==> config.mk <==
export PLATFORM = sky130hd
export DESIGN_NAME = qpsk_symbol_mapper
export DESIGN_NICKNAME = d
export VERILOG_FILES = /design/src/rtl/qpsk_pkg.sv /design/src/rtl/qpsk_symbol_mapper.sv
export SDC_FILE = /design/constraint.sdc
export NUM_CORES = 1
export LEC_CHECK = 0
export ABC_AREA = 1
export CAP_MARGIN = 20
export CORE_ASPECT_RATIO = 1.25
export CORE_MARGIN = 1.5
export CORE_UTILIZATION = 69
export CTS_BUF_LIST = sky130_fd_sc_hd__clkbuf_4 sky130_fd_sc_hd__clkbuf_8
export DETAILED_ROUTE_END_ITERATION = 7
export DONT_BUFFER_PORTS = 1
export PLACE_DENSITY = 0.87
export SLEW_MARGIN = 20
export SYNTH_ARGS = -nofsm -noshare
export SYNTH_HDL_FRONTEND = slang
export SYNTH_SLANG_ARGS = --single-unit
==> constraint.sdc <==
create_clock -name clk -period 2.5 [get_ports clk]
set_clock_uncertainty 0.15 [all_clocks]
set_input_delay 0.5 -clock clk [delete_from_list [all_inputs] [get_ports clk]]
set_output_delay 0.5 -clock clk [all_outputs]
set_load 0.02 [all_outputs]
==> src/rtl/qpsk_pkg.sv <==
// Shared QPSK definitions: pairing states, default constellation constants, bit-to-amplitude map.
// Latency: n/a (types and pure functions only).
// Backpressure: n/a.
package qpsk_pkg;

    // Pairing state: no stored bit, or first bit of a dibit held
    typedef enum logic {
        EMPTY = 1'b0,
        HALF  = 1'b1
    } pair_state_t;

    localparam int DEFAULT_AMP_W = 8;
    localparam int DEFAULT_AMP   = 90;

    // Gray-coded per-axis map: bit 0 -> +amp, bit 1 -> -amp
    function automatic int amp_of_bit(input logic b, input int amp);
        return b ? -amp : amp;
    endfunction

endpackage

==> src/rtl/qpsk_symbol_mapper.sv <==
// Pairs serial bits into dibits and maps each to a signed Gray-coded I/Q symbol.
// Latency: symbol valid the cycle after the second bit of a dibit is accepted.
// Backpressure: bit_ready drops in HALF while the output register holds an untaken symbol.
module qpsk_symbol_mapper
    import qpsk_pkg::*;
#(
    parameter int AMP_W = DEFAULT_AMP_W,
    parameter int AMP   = DEFAULT_AMP,
    parameter int CNT_W = 16
) (
    input  logic                    clk,
    input  logic                    rst,
    input  logic                    bit_in,
    input  logic                    bit_valid,
    output logic                    bit_ready,
    input  logic                    pair_clr,
    output logic signed [AMP_W-1:0] i_out,
    output logic signed [AMP_W-1:0] q_out,
    output logic                    sym_valid,
    input  logic                    sym_ready,
    output logic [CNT_W-1:0]        sym_count
);

    pair_state_t state_q, state_d;
    logic        b0_q, b0_d;
    logic        load;
    logic        accept;
    logic        handoff;

    // In HALF the next accepted bit completes a symbol, so it needs room in
    // the output register (either empty or draining this very cycle).
    assign bit_ready = (state_q == EMPTY) || !sym_valid || sym_ready;
    assign accept    = bit_valid && bit_ready;
    assign handoff   = sym_valid && sym_ready;

    // Next pairing state; pair_clr realigns so an accepted bit becomes a fresh b0
    always_comb begin
        state_d = state_q;
        b0_d    = b0_q;
        load    = 1'b0;
        if (pair_clr) begin
            state_d = EMPTY;
            if (accept) begin
                state_d = HALF;
                b0_d    = bit_in;
            end
        end else if (accept) begin
            unique case (state_q)
                EMPTY: begin
                    state_d = HALF;
                    b0_d    = bit_in;
                end
                HALF: begin
                    state_d = EMPTY;
                    load    = 1'b1;
                end
                default: state_d = EMPTY;
            endcase
        end
    end

    // Pairing state, output symbol register and handoff counter
    always_ff @(posedge clk) begin
        if (rst) begin
            state_q   <= EMPTY;
            b0_q      <= 1'b0;
            i_out     <= '0;
            q_out     <= '0;
            sym_valid <= 1'b0;
            sym_count <= '0;
        end else begin
            state_q <= state_d;
            b0_q    <= b0_d;
            // A load in the same cycle as a handoff replaces the taken symbol
            if (load) begin
                i_out     <= AMP_W'(amp_of_bit(b0_q, AMP));
                q_out     <= AMP_W'(amp_of_bit(bit_in, AMP));
                sym_valid <= 1'b1;
            end else if (handoff) begin
                sym_valid <= 1'b0;
            end
            if (handoff) begin
                sym_count <= sym_count + CNT_W'(1);
            end
        end
    end

endmodule

======== After elaboration in Yosys (flattened, before gate mapping) ========
Cells that the tools add are included.
word-level totals
  bits in registers ....................... 35
  input bits .............................. 6
  output and inout bits ................... 34
  logic and storage cells ................. 32
operators by class
  add/sub/neg operators ................... 1
  equal/unequal tests ..................... 1
  mux-type cells .......................... 15
  bitwise gates (word level) .............. 1
  reductions and logical operators ........ 8
operators with widths
  cell                                           count
  adder 16 x 1 -> 16 bit, second input constant  1
  2-to-1 mux 8 bit                               2
  2-to-1 mux 1 bit                               12
  nonzero test 2 bit                             2
  logical AND 1 bit                              2
  logical OR 1 bit                               2
  inequality test 2 bit, second input constant   1
  one-hot mux 1 bit (2 select lines)             1
  AND reduction 2 bit                            1
  logical NOT 1 bit                              1
  inverter 1 bit                                 1

======== Logic depth before layout (Yosys ltp) ========
  depth after elaboration ................. 7
  depth in mapped cells ................... 9
  gate-level depth less buffers ........... 9

======== Worst setup path after synthesis ========
No wires, ideal clock.
  kind .................................... reg2reg
  start point ............................. register sym_valid
  end point ............................... register state_q
  library setup time ...................... 0.132 ns
  data arrival time ....................... 1.290 ns
  data required time ...................... 2.218 ns
  path slack .............................. 0.928 ns
  cell stages (with the launch flop) ...... 6
  path buffers ............................ 1
  clock period less this slack ............ 1.572 ns
  cells stage by stage .................... dfxtp_1 -> nand3_1 -> and2_1 -> buf_6 -> o21ai_0 -> a21oi_1
between the ends
  cells in the longest elaborated chain, start to end .. 6
  elaborated cells between the ends (all ways) .. 7
  classes of those cells .................. mux (2); reduce/logical (5)
ends and longest elaborated chain
  element                            RTL line                  text
  from (decl)                        qpsk_symbol_mapper.sv:19  output logic sym_valid,
  from (signal assigned)             qpsk_symbol_mapper.sv:69  sym_valid <= 1'b0;
  from (signal assigned)             qpsk_symbol_mapper.sv:78  sym_valid <= 1'b1;
  from (signal assigned)             qpsk_symbol_mapper.sv:80  sym_valid <= 1'b0;
  logical NOT 1 bit (*)              qpsk_symbol_mapper.sv:32  assign bit_ready = (state_q == EMPTY) || !sym_valid || sym_ready;
  logical OR 1 bit (*) (2 in a row)  qpsk_symbol_mapper.sv:32
  named net bit_ready                qpsk_symbol_mapper.sv:15  output logic bit_ready,
  logical AND 1 bit (*)              qpsk_symbol_mapper.sv:33  assign accept = bit_valid && bit_ready;
  2-to-1 mux 1 bit                   qpsk_symbol_mapper.sv:43  if (accept) begin
  2-to-1 mux 1 bit                   qpsk_symbol_mapper.sv:41  if (pair_clr) begin
  to (signal assigned)               qpsk_symbol_mapper.sv:72  state_q <= state_d;
  to (decl)                          qpsk_symbol_mapper.sv:24  pair_state_t state_q, state_d;
Mark *: on every way through the listed nets, which the timed path passes. The rest lies on a longest branch.
A chain may end at the register's enable or synchronous reset.

======== Final worst setup path ========
  start point ............................. register sym_valid
  end point ............................... output bit_ready
between the ends
  cells in the longest elaborated chain, start to end .. 3
ends and longest elaborated chain
  element                        RTL line
  logical NOT 1 bit              qpsk_symbol_mapper.sv:32
  logical OR 1 bit (2 in a row)  qpsk_symbol_mapper.sv:32
  to (decl)                      qpsk_symbol_mapper.sv:15
No other way between the ends.

==> results_dict.tcl <==
set metrics [dict create \
    avgViaCountPerCell 5.406 \
    syn_to_final_growth_pct -3.877 \
    fmax_mhz 558.0 \
    cap_viol_max_count 0 \
    cpMaxStageDelayCell "dfxtp_1" \
    ys_ff_latch 24 \
    r2r_setup_slack_ps 820 \
    cts-htree-levels 1 \
    tightest_slew_ps 607.2 \
    path_max_fanout 4 \
    die_area_sq_um 2091 \
    async_reset_ff_frac 0 \
    r2r-end "q_out[6]" \
    rsz0062_at_grt "no" \
    start_kind "flip-flop" \
    crit_buf_inv 0 \
    grt_pass1_vias 859 \
    rr_startpoint "sym_valid" \
    syn-cell-area_sq_um 1259 \
    cp.arrival_ps 1140 \
    clk_latency_ps 310 \
    fin_crit_ps 1792 \
    grt_overflow 0 \
    cts_max_path_buffers 2 \
    nFillCells 152 \
    netlist_instances 170 \
    synth-simple-area-share 0.3191 \
    drcViolationCount 0 \
    cts.clk_slew.worst_paths_ps 130 \
    seq_area_frac_synth 0.3817 \
    grt_pass1_wl_um 3463 \
    gp_congestion 0.7564 \
    ys_warn_count 0 \
    cts_hold_buf 0 \
    critical_path.top_delay_family "flip-flops" \
    rr_worst_depth 5 \
    crit_required_ps 1850 \
    timing.hold.ws_ps 88.42 \
    hp-class "primary input to flip-flop" \
    cp-end-kind "primary output" \
    routed-via-count 973 \
    layout.nets 169 \
    maxSlewHeadroom 0.5947 \
    crit_chain "nand3_1" \
    dr.pass1.iters 4 \
    clock-sinks 24 \
    cts_resized 0 \
    avgSynthCellArea_sq_um 7.404 \
    ant_nets 0 \
    max_stage_delay_ps 550 \
    cts_tree "built" \
    hold_end "q_out[5]" \
    synthXorXnorAreaFrac 0 \
    core_sq_um 1744 \
    dpl_cell_area_sq_um 1174 \
    first_iter_violations 23 \
    cts_made_buffers 3 \
    hold_violations 0 \
    drive_gt1_frac 0.1366 \
    synth_fa_ha_area_frac 0.009940 \
    synth_top_family_by_area "simple AND/OR/NAND/NOR gates" \
    rows 17 \
    io_buffers 0 \
    wirelength_um 2146 \
    hold_depth 1 \
    routedWlPerCell_um 11.92 \
    initial_core_util 0.7217 \
    dp_hpwl_um 1626 \
    die_w_um 41.20 \
    finalMaxSlewViolations 0 \
    root_buffer "clkbuf_4" \
    irDropWorstVdd_mv 0.3082 \
    synth_compound_area_frac 0.1252 \
    final_min_period_over_clock_period 0.7168 \
    synthMuxAreaShare 0 \
    antenna_found_initial 0 \
    setup_viol 0 \
    ios 40 \
    synthFlopType "dfxtp_1" \
    chipHeight_um 50.75 \
    min_from "rst" \
    yosys.cell_types.count 28 \
    stdcell_area_sq_um 1210 \
    status "completed" \
    synth_edf_count 0 \
    track_usage 0.2367 \
    powerDensity_nw_per_um2 520.4 \
    cts_setup_buffers 0 \
    tns_ps 0 \
    diodes 0 \
    leakage_nw 0.4930 \
    crit_type "flip-flop to primary output" \
    grt_start_max_net_pins 17 \
]
-- Yosys cell counts (3+ instances only) --
library cell,count,area (sq um)
inv_1,24,90.09
nor2_4,3,33.78
nand2_2,5,31.28
nor2_2,3,18.77
nand3_1,8,40.04
nand2_4,3,33.78
buf_4,11,82.58
a21oi_1,17,85.08
nor2_1,19,71.32
o21ai_0,9,45.04
dfxtp_1,24,480.5
nand2_1,25,93.84
-- cell families (layout without fill, tap and decap cells) --
group / count (synthesis) / after routing
compound gates: 30 / 30
buf+inv: 38 / 28
simple gates: 76 / 76
fa+ha+maj: 1 / 1
other cells: 1 / 2
flops: 24 / 24
-- worst max path at each step --
stage          slack, ps       from         to  depth (start not counted)
6_report             710  sym_valid  bit_ready                          1
5_1_grt              680  sym_valid  bit_ready                          1
4_1_cts              710  sym_valid  bit_ready                          1
3_3_place_gp         900  sym_valid   q_out[5]                          5
2_1_floorplan        930  sym_valid    state_q                          5
3_5_place_dp         830  sym_valid   q_out[6]                          5
-- placed cells by master (no fill, tap or decap), types with 5 or more instances in the layout --
cell type,instances
nand2_1,25
a21oi_1,17
dfxtp_1,24
inv_1,24
nor2_1,19
nand2_2,5
nand3_1,8
o21ai_0,9
-- power breakdown --
part           total [mW]  internal [mW]  leakage (nW)  switching [mW]
clock network       0.200         0.0888        0.0210           0.111
registers           0.404          0.388         0.194          0.0156
logic              0.0264        0.00803         0.278          0.0184
total               0.630          0.485         0.493           0.145
-- layer usage --
metal | global-route usage | part of all wire | vias up
met5 | 0 | 0 | -
li1 | - | - | 510
met1 | 0.2646 | 0.41 | 428
met2 | 0.3828 | 0.51 | 33
met3 | 0.07080 | 0.070 | 2
met4 | 0.1183 | 0.012 | 0
-- flip-flops by register name, summed over array words and instances (netlist names) --
signal,count
sym_count,16
i_out,3
q_out,2
b0_q,1
state_q,1
sym_valid,1
-- metrics by stage --
| stage | cells | total power [mW] | util | worst slack (ps) |
|---|---|---|---|---|
| 2_1_floorplan | 171 | 0.4476 | - | 928.1 |
| 6_report | 180 | 0.6297 | 0.6937 | 707.9 |
| 4_1_cts | 180 | 0.6329 | 0.6937 | 709.4 |
| 3_3_place_gp | 176 | 0.4373 | 0.6729 | 899.0 |
| 3_5_place_dp | 176 | 0.4388 | 0.6729 | 827.9 |
| 5_1_grt | 180 | 0.6497 | 0.6937 | 676.0 |
-- cell type report --
| cell class | instances | area, sq um | area share |
|---|---|---|---|
| Clock buffer | 4 | 36.28 | 0.02999 |
| Inverter | 24 | 90.09 | 0.07446 |
| Multi-Input combinational cell | 109 | 579.3 | 0.4788 |
| Sequential cell | 24 | 480.5 | 0.3971 |
| Tap cell | 19 | 23.77 | 0.01965 |
Power figures use the tool's default switching activity.
==> edit, RTL diff (same flow settings) <==
Put one more register stage on the output `sym_count`, cleared by the reset. The value now appears one clock later. The other outputs are not delayed to match.
--- a/src/rtl/qpsk_symbol_mapper.sv
+++ b/src/rtl/qpsk_symbol_mapper.sv
@@ -22,2 +22,4 @@
 );
+
+    logic [CNT_W-1:0] sym_count_s0;
 
@@ -69,3 +71,3 @@
             sym_valid <= 1'b0;
-            sym_count <= '0;
+            sym_count_s0 <= '0;
         end else begin
@@ -82,4 +84,12 @@
             if (handoff) begin
-                sym_count <= sym_count + CNT_W'(1);
+                sym_count_s0 <= sym_count_s0 + CNT_W'(1);
             end
+        end
+    end
+
+    always_ff @(posedge clk) begin
+        if (rst) begin
+            sym_count <= '0;
+        end else begin
+            sym_count <= sym_count_s0;
         end
Behaviour: not the same (a bounded check fails within 4 cycles, from zero or initial values and one cycle with rst high).
==> edit against the original RTL <==
  * Sequential cell count grew 16
  * Via count grew 34%
  * Setup slack lost 13 ps
  * Global-route usage grew 1.3 points
  * Cell count grew 38%
  * Total power grew 78%
  * Routed wire length grew 41%
  * Synthesized area grew 34%
  * Cell area grew 41%
  * Largest cell class is now sequential cells
  * Largest power group unchanged
==> edit: results (changes against the original RTL) <==
- Pre-CTS setup slack: 974.4 ps (+146.5 ps)
- Share of cells above drive strength 1: 11.47% (-2.2 points)
- Slowest cell delay on critical path: ~560 ps
- Vias in the first global route: 1254 (+46%)
- Ant diodes: 0 (unchanged)
- Sequential area share after synthesis: 47.55% (+9.4 points)
- Clock Tree Buf Depth: 2 (unchanged)
- First-pass GRT wire length: 4857 µm (+40%)
- Final wirelength: 3031 µm (+41%)
- Predominant post-synthesis flop cell: dfxtp_1
- Worst-Skew Late Latency: 360 ps (+50 ps)
- Synth top area cells: dfxtp_1, nor2_1, nand2_1
- Max_slew headroom: 59.21% (-0.26 points)
- Post-synthesis area per instance: 7.518 µm² (+1.5%)
- Critical Path AT: 1160 ps (+20 ps)
- Critical Path Source: sym_valid
- Fraction of registers with async set/reset: 0% (unchanged)
- Placed insts: 241 (+37%)
- DR iter-0 viols: 34 (+48%)
- Post-DP HPWL: 2221 µm (+37%)
- Post-cts sizing count: 0 (unchanged)
- Largest regs: sym_count: 16 flops, sym_count_s0: 16 flops, i_out: 3 flops
- Cell area after placement: 1628 µm² (+39%)
- Clock Root Buffer: clkbuf_4
- R2R Path End: q_out[5]
- Post-synth cell types: 23 (-18%)
- CTS Buf Count: 5 (+2)
- H-tree depth: 2 (+1)
- Largest net degree at the start of global routing: 24 (+7)
- # nets final: 224 (+33%)
- Peak supply drop: 0.5422 mV (+76%)
- Reg2reg start: sym_valid
- Reg2reg path depth: 7 (+2)
- Worst-path clk slew: 120 ps
- Drt via density: 5.253 (-2.8%)
- Gr usage total: 24.95% (+1.3 points)
- CP Max Fanout: 4 (unchanged)
- Initial antenna violation count: 0 (unchanged)
- Post-route non-filler standard cell count: 249 (+38%)
- Post-CTS setup buffer count: 0 (unchanged)
- Most frequent cells after synthesis: dfxtp_1, nor2_1, nand2_1, inv_1, nand3_1
- # fillers: 167 (+9.9%)
- Worst hold path stage count: 1 (unchanged)
- Lkg Pwr: 0.7299 nW (+48%)
- IO buf count: 0 (unchanged)
- Synth Warn #: 0 (unchanged)
- Crit-path leading delay family: flip-flops
- Hold/Removal Path Class: primary input to flip-flop
- Slowest-stage cell, CP: dfxtp_1
- First-pass detailed-route iteration total: 5 (+1)
- Status: finished clean
- Final GP Congestion: 0.8265 (+9.3%)
- CP endpoint: bit_ready
==> edit: cell count changes in the layout (fill, tap and decap cells not counted), sizes merged, moves of 6 or more <==
cell   change
nor2      +22
dfxtp     +16
inv       +10
nand2      +7
nand3      +7
a21oi      -6
==> edit: power breakdown <==
part	switching, mW	leakage (nW)	internal (mW)
logic	0.0209	0.361	0.00826
clock network	0.211	0.0456	0.220
registers	0.0152	0.323	0.643
total	0.247	0.730	0.872
==> edit: layout make-up <==
cell class              count  area, µm²  area share [%]
clock buffers               6      45.04           2.637
clock inverters             2      35.03           2.051
inverters                  35      132.6           7.766
multi-input cells         135      655.6           38.39
flip-flops and latches     40      800.8           46.89
well taps                  31      38.79           2.271
==> edit: cells by family (layout without fill, tap and decap cells) <==
| family | Yosys count | after routing | share of synthesized area (%) |
|---|---|---|---|
| other | 1 | 2 | 0.2227 |
| adder cells (fa/ha/maj) | 1 | 1 | 0.7428 |
| AO/OA/AOI/OAI | 24 | 24 | 7.281 |
| AND/OR/NAND/NOR | 108 | 108 | 30.46 |
| flip-flops | 40 | 40 | 47.55 |
| buffers and inverters | 50 | 43 | 13.74 |
==> edit: how the worst min path moves through the flow <==
stage,start,endpoint,slack [ps]
finish,rst,b0_q,50
floorplan,sym_count_s0[15],sym_count[15],270
global route,rst,b0_q,30
detailed placement,sym_count_s0[15],sym_count[15],290
global placement,sym_count_s0[15],sym_count[15],290
CTS,rst,sym_count[14],40
==> edit: per-layer routing <==
| metal | track usage [%] | vias up | wire, µm |
|---|---|---|---|
| li1 | - | 655 | - |
| met1 | 25.69 | 609 | 1236 |
| met2 | 42.47 | 39 | 1572 |
| met3 | 9.034 | 5 | 172 |
| met4 | 12.70 | 0 | 51 |
| met5 | 0 | - | 0 |
